### config.mk
export PLATFORM = sky130hd
export DESIGN_NAME = alu_mem_arbiter
export DESIGN_NICKNAME = d
export VERILOG_FILES = /design/src/rtl/alu_mem_arbiter.sv
export SDC_FILE = /design/constraint.sdc
export NUM_CORES = 1
export LEC_CHECK = 0
export CELL_PAD_IN_SITES_DETAIL_PLACEMENT = 1
export CELL_PAD_IN_SITES_GLOBAL_PLACEMENT = 1
export CORE_AREA = 2 2 203 205
export DETAILED_ROUTE_END_ITERATION = 12
export DIE_AREA = 0 0 205 207
export PLACE_DENSITY_LB_ADDON = 0.12
export SLEW_MARGIN = 15
export SYNTH_ARGS = -nofsm -noshare
export SYNTH_HDL_FRONTEND = slang
export SYNTH_SLANG_ARGS = --single-unit
### constraint.sdc
create_clock -name iCLK -period 6 [get_ports iCLK]
set_input_delay 1.5 -clock iCLK [delete_from_list [all_inputs] [get_ports iCLK]]
set_output_delay 1.5 -clock iCLK [all_outputs]
set_load 0.05 [all_outputs]
### src/rtl/alu_mem_arbiter.sv
// Round-robin arbiter that funnels execution-unit memory requests onto one RAM port.
// Define ALU_ARB_TIMEOUT_EN to build the ISSUE-state bus timeout (limit TMO cycles).
module alu_mem_arbiter #(
    parameter int unsigned NCH = 8,
    parameter int unsigned AW  = 8,
    parameter int unsigned DW  = 32,
    parameter int unsigned TMO = 15
) (
    input  logic              iCLK,
    input  logic              iRST,
    input  logic [NCH-1:0]    iREQ,
    input  logic [NCH-1:0]    iWR,
    input  logic [NCH*AW-1:0] iADDR,
    input  logic [NCH*DW-1:0] iWDATA,
    output logic [NCH-1:0]    oACK,
    output logic              oERR,
    output logic [DW-1:0]     oRDATA,
    output logic [NCH-1:0]    oGNT,
    output logic              oBUSY,
    output logic              oRAM_CE,
    output logic              oRAM_RD,
    output logic              oRAM_WR,
    output logic [AW-1:0]     oRAM_ADDR,
    output logic [DW-1:0]     oRAM_DATA,
    input  logic [DW-1:0]     iRAM_DATA,
    input  logic              iRAM_RDY
);
    localparam int unsigned    IW       = (NCH > 1) ? $clog2(NCH) : 1;
    localparam logic [IW-1:0]  LAST_RST = IW'(NCH - 1);
    localparam logic [NCH-1:0] ONE      = NCH'(1);

    if (NCH < 2 || NCH > 16 || TMO < 1) begin : g_bad_params
        $error("alu_mem_arbiter: unsupported parameter set");
    end

    typedef enum logic [1:0] {StIdle, StIssue, StDone} state_e;

    state_e          state_q, state_d;
    logic [IW-1:0]   last_q, last_d;
    logic [IW-1:0]   win, cand;
    logic            found, finish;
    logic [NCH-1:0]  gnt_q, gnt_d, ack_q, ack_d;
    logic            busy_q, busy_d, ce_q, ce_d, rd_q, rd_d, we_q, we_d;
    logic [AW-1:0]   addr_q, addr_d;
    logic [DW-1:0]   wdata_q, wdata_d, rdata_q, rdata_d;
`ifdef ALU_ARB_TIMEOUT_EN
    localparam int unsigned CW = $clog2(TMO + 1);
    logic [CW-1:0]   cnt_q, cnt_d;
    logic            err_q, err_d;
`endif

    // Search starts just after the previous winner so every requester gets a turn.
    always_comb begin
        found = 1'b0;
        win   = last_q;
        cand  = '0;
        for (int unsigned i = 1; i <= NCH; i++) begin
            cand = IW'((32'(last_q) + i) % NCH);
            if (!found && iREQ[cand]) begin
                found = 1'b1;
                win   = cand;
            end
        end
    end

    always_comb begin
        state_d = state_q;
        last_d  = last_q;
        gnt_d   = gnt_q;
        ack_d   = '0;
        busy_d  = busy_q;
        ce_d    = ce_q;
        rd_d    = rd_q;
        we_d    = we_q;
        addr_d  = addr_q;
        wdata_d = wdata_q;
        rdata_d = rdata_q;
        finish  = 1'b0;
`ifdef ALU_ARB_TIMEOUT_EN
        cnt_d   = cnt_q;
        err_d   = 1'b0;
`endif
        unique case (state_q)
            StIdle: begin
                if (found) begin
                    state_d = StIssue;
                    last_d  = win;
                    gnt_d   = ONE << win;
                    busy_d  = 1'b1;
                    ce_d    = 1'b1;
                    rd_d    = ~iWR[win];
                    we_d    = iWR[win];
                    addr_d  = iADDR[32'(win) * AW +: AW];
                    wdata_d = iWDATA[32'(win) * DW +: DW];
`ifdef ALU_ARB_TIMEOUT_EN
                    cnt_d   = '0;
`endif
                end
            end
            StIssue: begin
                finish = iRAM_RDY;
`ifdef ALU_ARB_TIMEOUT_EN
                // A ready arriving on the limit cycle still counts as a good completion.
                if (!iRAM_RDY && cnt_q == CW'(TMO - 1)) begin
                    finish = 1'b1;
                    err_d  = 1'b1;
                end
                if (!finish) begin
                    cnt_d = cnt_q + 1'b1;
                end
`endif
                if (finish) begin
                    state_d = StDone;
                    ack_d   = gnt_q;
                    rdata_d = (we_q || !iRAM_RDY) ? '0 : iRAM_DATA;
                    ce_d    = 1'b0;
                    rd_d    = 1'b0;
                    we_d    = 1'b0;
                    addr_d  = '0;
                    wdata_d = '0;
                end
            end
            StDone: begin
                state_d = StIdle;
                gnt_d   = '0;
                busy_d  = 1'b0;
            end
            default: state_d = StIdle;
        endcase
    end

    always_ff @(posedge iCLK) begin
        if (iRST) begin
            state_q <= StIdle;
            last_q  <= LAST_RST;
            gnt_q   <= '0;
            ack_q   <= '0;
            busy_q  <= 1'b0;
            ce_q    <= 1'b0;
            rd_q    <= 1'b0;
            we_q    <= 1'b0;
            addr_q  <= '0;
            wdata_q <= '0;
            rdata_q <= '0;
`ifdef ALU_ARB_TIMEOUT_EN
            cnt_q   <= '0;
            err_q   <= 1'b0;
`endif
        end else begin
            state_q <= state_d;
            last_q  <= last_d;
            gnt_q   <= gnt_d;
            ack_q   <= ack_d;
            busy_q  <= busy_d;
            ce_q    <= ce_d;
            rd_q    <= rd_d;
            we_q    <= we_d;
            addr_q  <= addr_d;
            wdata_q <= wdata_d;
            rdata_q <= rdata_d;
`ifdef ALU_ARB_TIMEOUT_EN
            cnt_q   <= cnt_d;
            err_q   <= err_d;
`endif
        end
    end

    assign oACK      = ack_q;
    assign oRDATA    = rdata_q;
    assign oGNT      = gnt_q;
    assign oBUSY     = busy_q;
    assign oRAM_CE   = ce_q;
    assign oRAM_RD   = rd_q;
    assign oRAM_WR   = we_q;
    assign oRAM_ADDR = addr_q;
    assign oRAM_DATA = wdata_q;
`ifdef ALU_ARB_TIMEOUT_EN
    assign oERR      = err_q;
`else
    assign oERR      = 1'b0;
`endif

endmodule

==> results of run 1 <==
==> cell families (layout without fill, tap and decap cells) <==
logic type | count (synthesis) | in the layout | synth area share, %
other cells | 1 | 10 | 0.02864
fa+ha+maj | 2 | 2 | 0.1911
compound gates | 696 | 696 | 39.81
mux | 114 | 114 | 11.10
simple gates | 650 | 650 | 24.85
xor+xnor | 5 | 5 | 0.3919
buf+inv | 257 | 551 | 8.792
flops | 97 | 97 | 14.83
==> through the flow <==
stage | hold WS, ns | power (W) | area (µm²) | util [%] | setup WS, ns
2_1_floorplan | 0.4195 | 0.009261 | 13090 | - | 1.691
3_3_place_gp | 0.4463 | 0.01315 | 18080 | 44.79 | 0.3166
3_5_place_dp | 0.4511 | 0.01339 | 18080 | 44.79 | 0.2528
4_1_cts | 0.4626 | 0.01402 | 18380 | 45.52 | 0.6437
5_1_grt | 0.4941 | 0.01498 | 18390 | 45.54 | 0.4315
6_report | 0.4590 | 0.01411 | 18400 | 45.58 | 0.5495
==> layout make-up <==
class | count | area, µm²
multi-input cells | 1468 | 10160
clock inverters | 7 | 70.07
fillers | 4881 | 21970
diodes | 9 | 22.52
repair buffers | 527 | 5275
clock buffers | 9 | 225.2
well taps | 532 | 665.6
inverters | 8 | 35.03
flip-flops and latches | 97 | 1946
==> power by group <==
group	total [W]	internal [W]	switching, W
Sequential	0.000920	0.000818	0.000101
Clock	0.000603	0.000295	0.000308
Combinational	0.0126	0.00447	0.00812
==> path summary, 6_finish.rpt <==
| kind | to | depth (start not counted) |
|---|---|---|
| setup / recovery | oRAM_DATA[19]$_SDFFE_PP0P_ | 10 |
| hold / removal | oRAM_CE$_SDFFE_PP0P_ | 2 |
| setup reg to reg | oRAM_DATA[19]$_SDFFE_PP0P_ | 11 |
| hold reg to reg | oRAM_CE$_SDFFE_PP0P_ | 2 |
==> registers in the layout (all words and copies together), names as in the netlist <==
register	flops
oRAM_DATA	32
oRDATA	32
oACK	8
oGNT	8
oRAM_ADDR	8
last_q	3
state_q	2
oBUSY	1
oRAM_CE	1
oRAM_RD	1
oRAM_WR	1
==> critical path, cell delays in order <==
cell             delay (ns)
clkdlybuf4s50_1        0.57
mux4_2                 0.60
nor2b_1                0.18
o31a_2                 0.44
nor2_4                 0.50
buf_4                  0.63
a211oi_1               0.09
or3_1                  0.36
mux2i_1                0.61
o211ai_1               0.14
==> Yosys cell counts, types with 4 or more instances <==
cell type  instances  share of area (%)
nor2b_1           29                1.4
mux2i_1           32                2.4
a22oi_1          107                6.1
buf_4              7               0.40
a21oi_1            9               0.34
mux2_4             5               0.57
nor3_1            89                3.4
and3_1            86                4.1
nand2b_1           4               0.19
o22ai_1          115                5.5
inv_1              7               0.20
and2_1            12               0.57
mux2_1            17                1.5
a22o_1            32                2.1
a211oi_1          58                3.3
o21ai_1            5               0.19
mux4_2            17                2.9
mux2_2            43                3.7
o21ai_0           42                1.6
nand3_1          140                5.4
o211ai_1         104                6.0
or3_1             21                1.0
buf_1             14               0.40
a32oi_1           83                5.6
nand2_1          209                6.0
buf_6             11               0.95
clkbuf_1         171                4.9
a32o_1            32                2.4
a221oi_1          40                2.7
nand4_1           41                2.0
dfxtp_1           97                 15
nor2_1            12               0.34
buf_2             44                1.7
a31oi_1           41                2.0
==> per-layer routing <==
| metal | part of all wire, % | global-route usage [%] | wire length, µm |
|---|---|---|---|
| met1 | 40 | 41.90 | 29310 |
| met2 | 47 | 54.12 | 34500 |
| met3 | 7.7 | 5.790 | 5619 |
| met4 | 4.5 | 13.62 | 3296 |
| met5 | 0.063 | 0 | 46 |
==> key figures, run 1 <==
Run status
  – Status: finished, final reports clean

Placement
  – DP HPWL: 51880 µm
  – PortBufs: 462
  – Placed Cells: between 2k and 3k
  – RePlAce Congestion: between 0.9 and 1

Synthesis
  – Netlist Area Pre-Place: about 0.013 mm²
  – Synth Warn #: 0
  – FFs w/ async S/R, synth: 0%
  – Post-synth EDFFs: 0
  – Synth Register Bits: 97
  – Unique masters post-synth: 67
  – Syn avg cell area: between 7 and 8 µm²
  – Net Count, Synth: 2195
  – Post-synthesis instance total: around 1.8k
  – Top FF cell, synth: dfxtp_1
  – Sequential area share after synthesis: roughly 15%

Critical path
  – Critical path type: input port to register
  – Reg2reg start: last_q[0]$_SDFFE_PP1P_
  – CP endpoint kind: register
  – Startpoint types: input port
  – R2R setup slack: roughly 1.2 ns
  – Critical-path maximum fanout: 46
  – Arr. time, crit path: around 5.7 ns
  – Worst setup startpoint: iREQ[5]
  – Worst Path Required: between 6 and 7 ns

Route
  – Pre-antenna DRT Iters: 6
  – DR vias: between 15k and 20k
  – Wire per inst: between 20 and 30 µm
  – Drc violations: 0
  – Vias per inst: 6.688
  – First DRT Iteration DRCs: around 1.6k
  – Post-DRT Antenna Nets: 0
  – Total Wirelength: slightly above 70000 µm

Clock tree
  – Root Driver: clkbuf_16
  – Post-CTS Setup Repair Bufs: 0
  – Clock transition at path regs: 0.08 ns
  – CTS max path bufs: 2
  – Post-CTS sizing: 0
  – Htree depth: 3
  – Hold-fix buffers, CTS: 0
  – CTS tree: done
  – Worst skew pair latency: 0.36 ns
  – CTS Sinks: a little under 100
  – Total CTS buffers: 9

Global route
  – First-pass GRT wire length: between 100000 and 150000 µm
  – Vias in the first global route: 17.49k
  – Largest net degree at the start of global routing: between 150 and 200
  – GRT Overall Usage: 32.80%
  – Initial antenna violation count: 13
  – Grt total ovfl: 0

Timing
  – Min Tclk post-route: 5.451 ns
  – RSZ-0062 raised after global routing: false
  – Worst-margin pin slew: 1.156 ns
  – Final hold vios: 0
  – Final setup violating endpoints: 0
  – Max Clock Skew: around 0.0085 ns
  – Final Max Tran Viols: 0
  – Rel. slew slack: a little under a quarter
  – Tcrit/Tclk final: between 90% and 100%
  – Achievable clock frequency: approximately 180 MHz
  – Total negative slack: 0 ns

Final layout
  – Area growth, synth to finish: 40.54%
  – Commonest non-fill, non-tap cell in the layout: clkdlybuf4s50_1
  – Final Instance Count excl. Fillers: 2657
  – Fin nets: approximately 2.5k
  – Most frequent cells in the layout: 462 x clkdlybuf4s50_1, 206 x nand2_1, 140 x nand3_1
  – Layout cells sized above 1: around 8.4%

Pwr
  – Power Dens Cells: roughly 770 mW/mm²
  – Peak supply drop: between 0.0005 and 0.0006 V
  – Static Leakage: around 6.4 nW

Hold path
  – Worst hold path type: register to register
  – Hold wc startpoint: oRAM_CE$_SDFFE_PP0P_

Floorplan
  – Cell Rows: between 70 and 80
  – Initial Util: between 30 and 40%
  – Die height: 207 µm
  – Chip width: about 210 µm
  – Core area: between 0.04 and 0.05 mm²
  – IO Count: about 460
  – Die area: roughly 0.042 mm²

Flow run
  – Max cap viols: 0
Note: power is estimated with default switching activity, not from simulation.
==> inputs of run 2 (changes only) <==
CTS_CLUSTER_SIZE = 30   (was default)
==> results of run 2 <==
No change in the layout: final DEF, timing and power equal those of run 1.
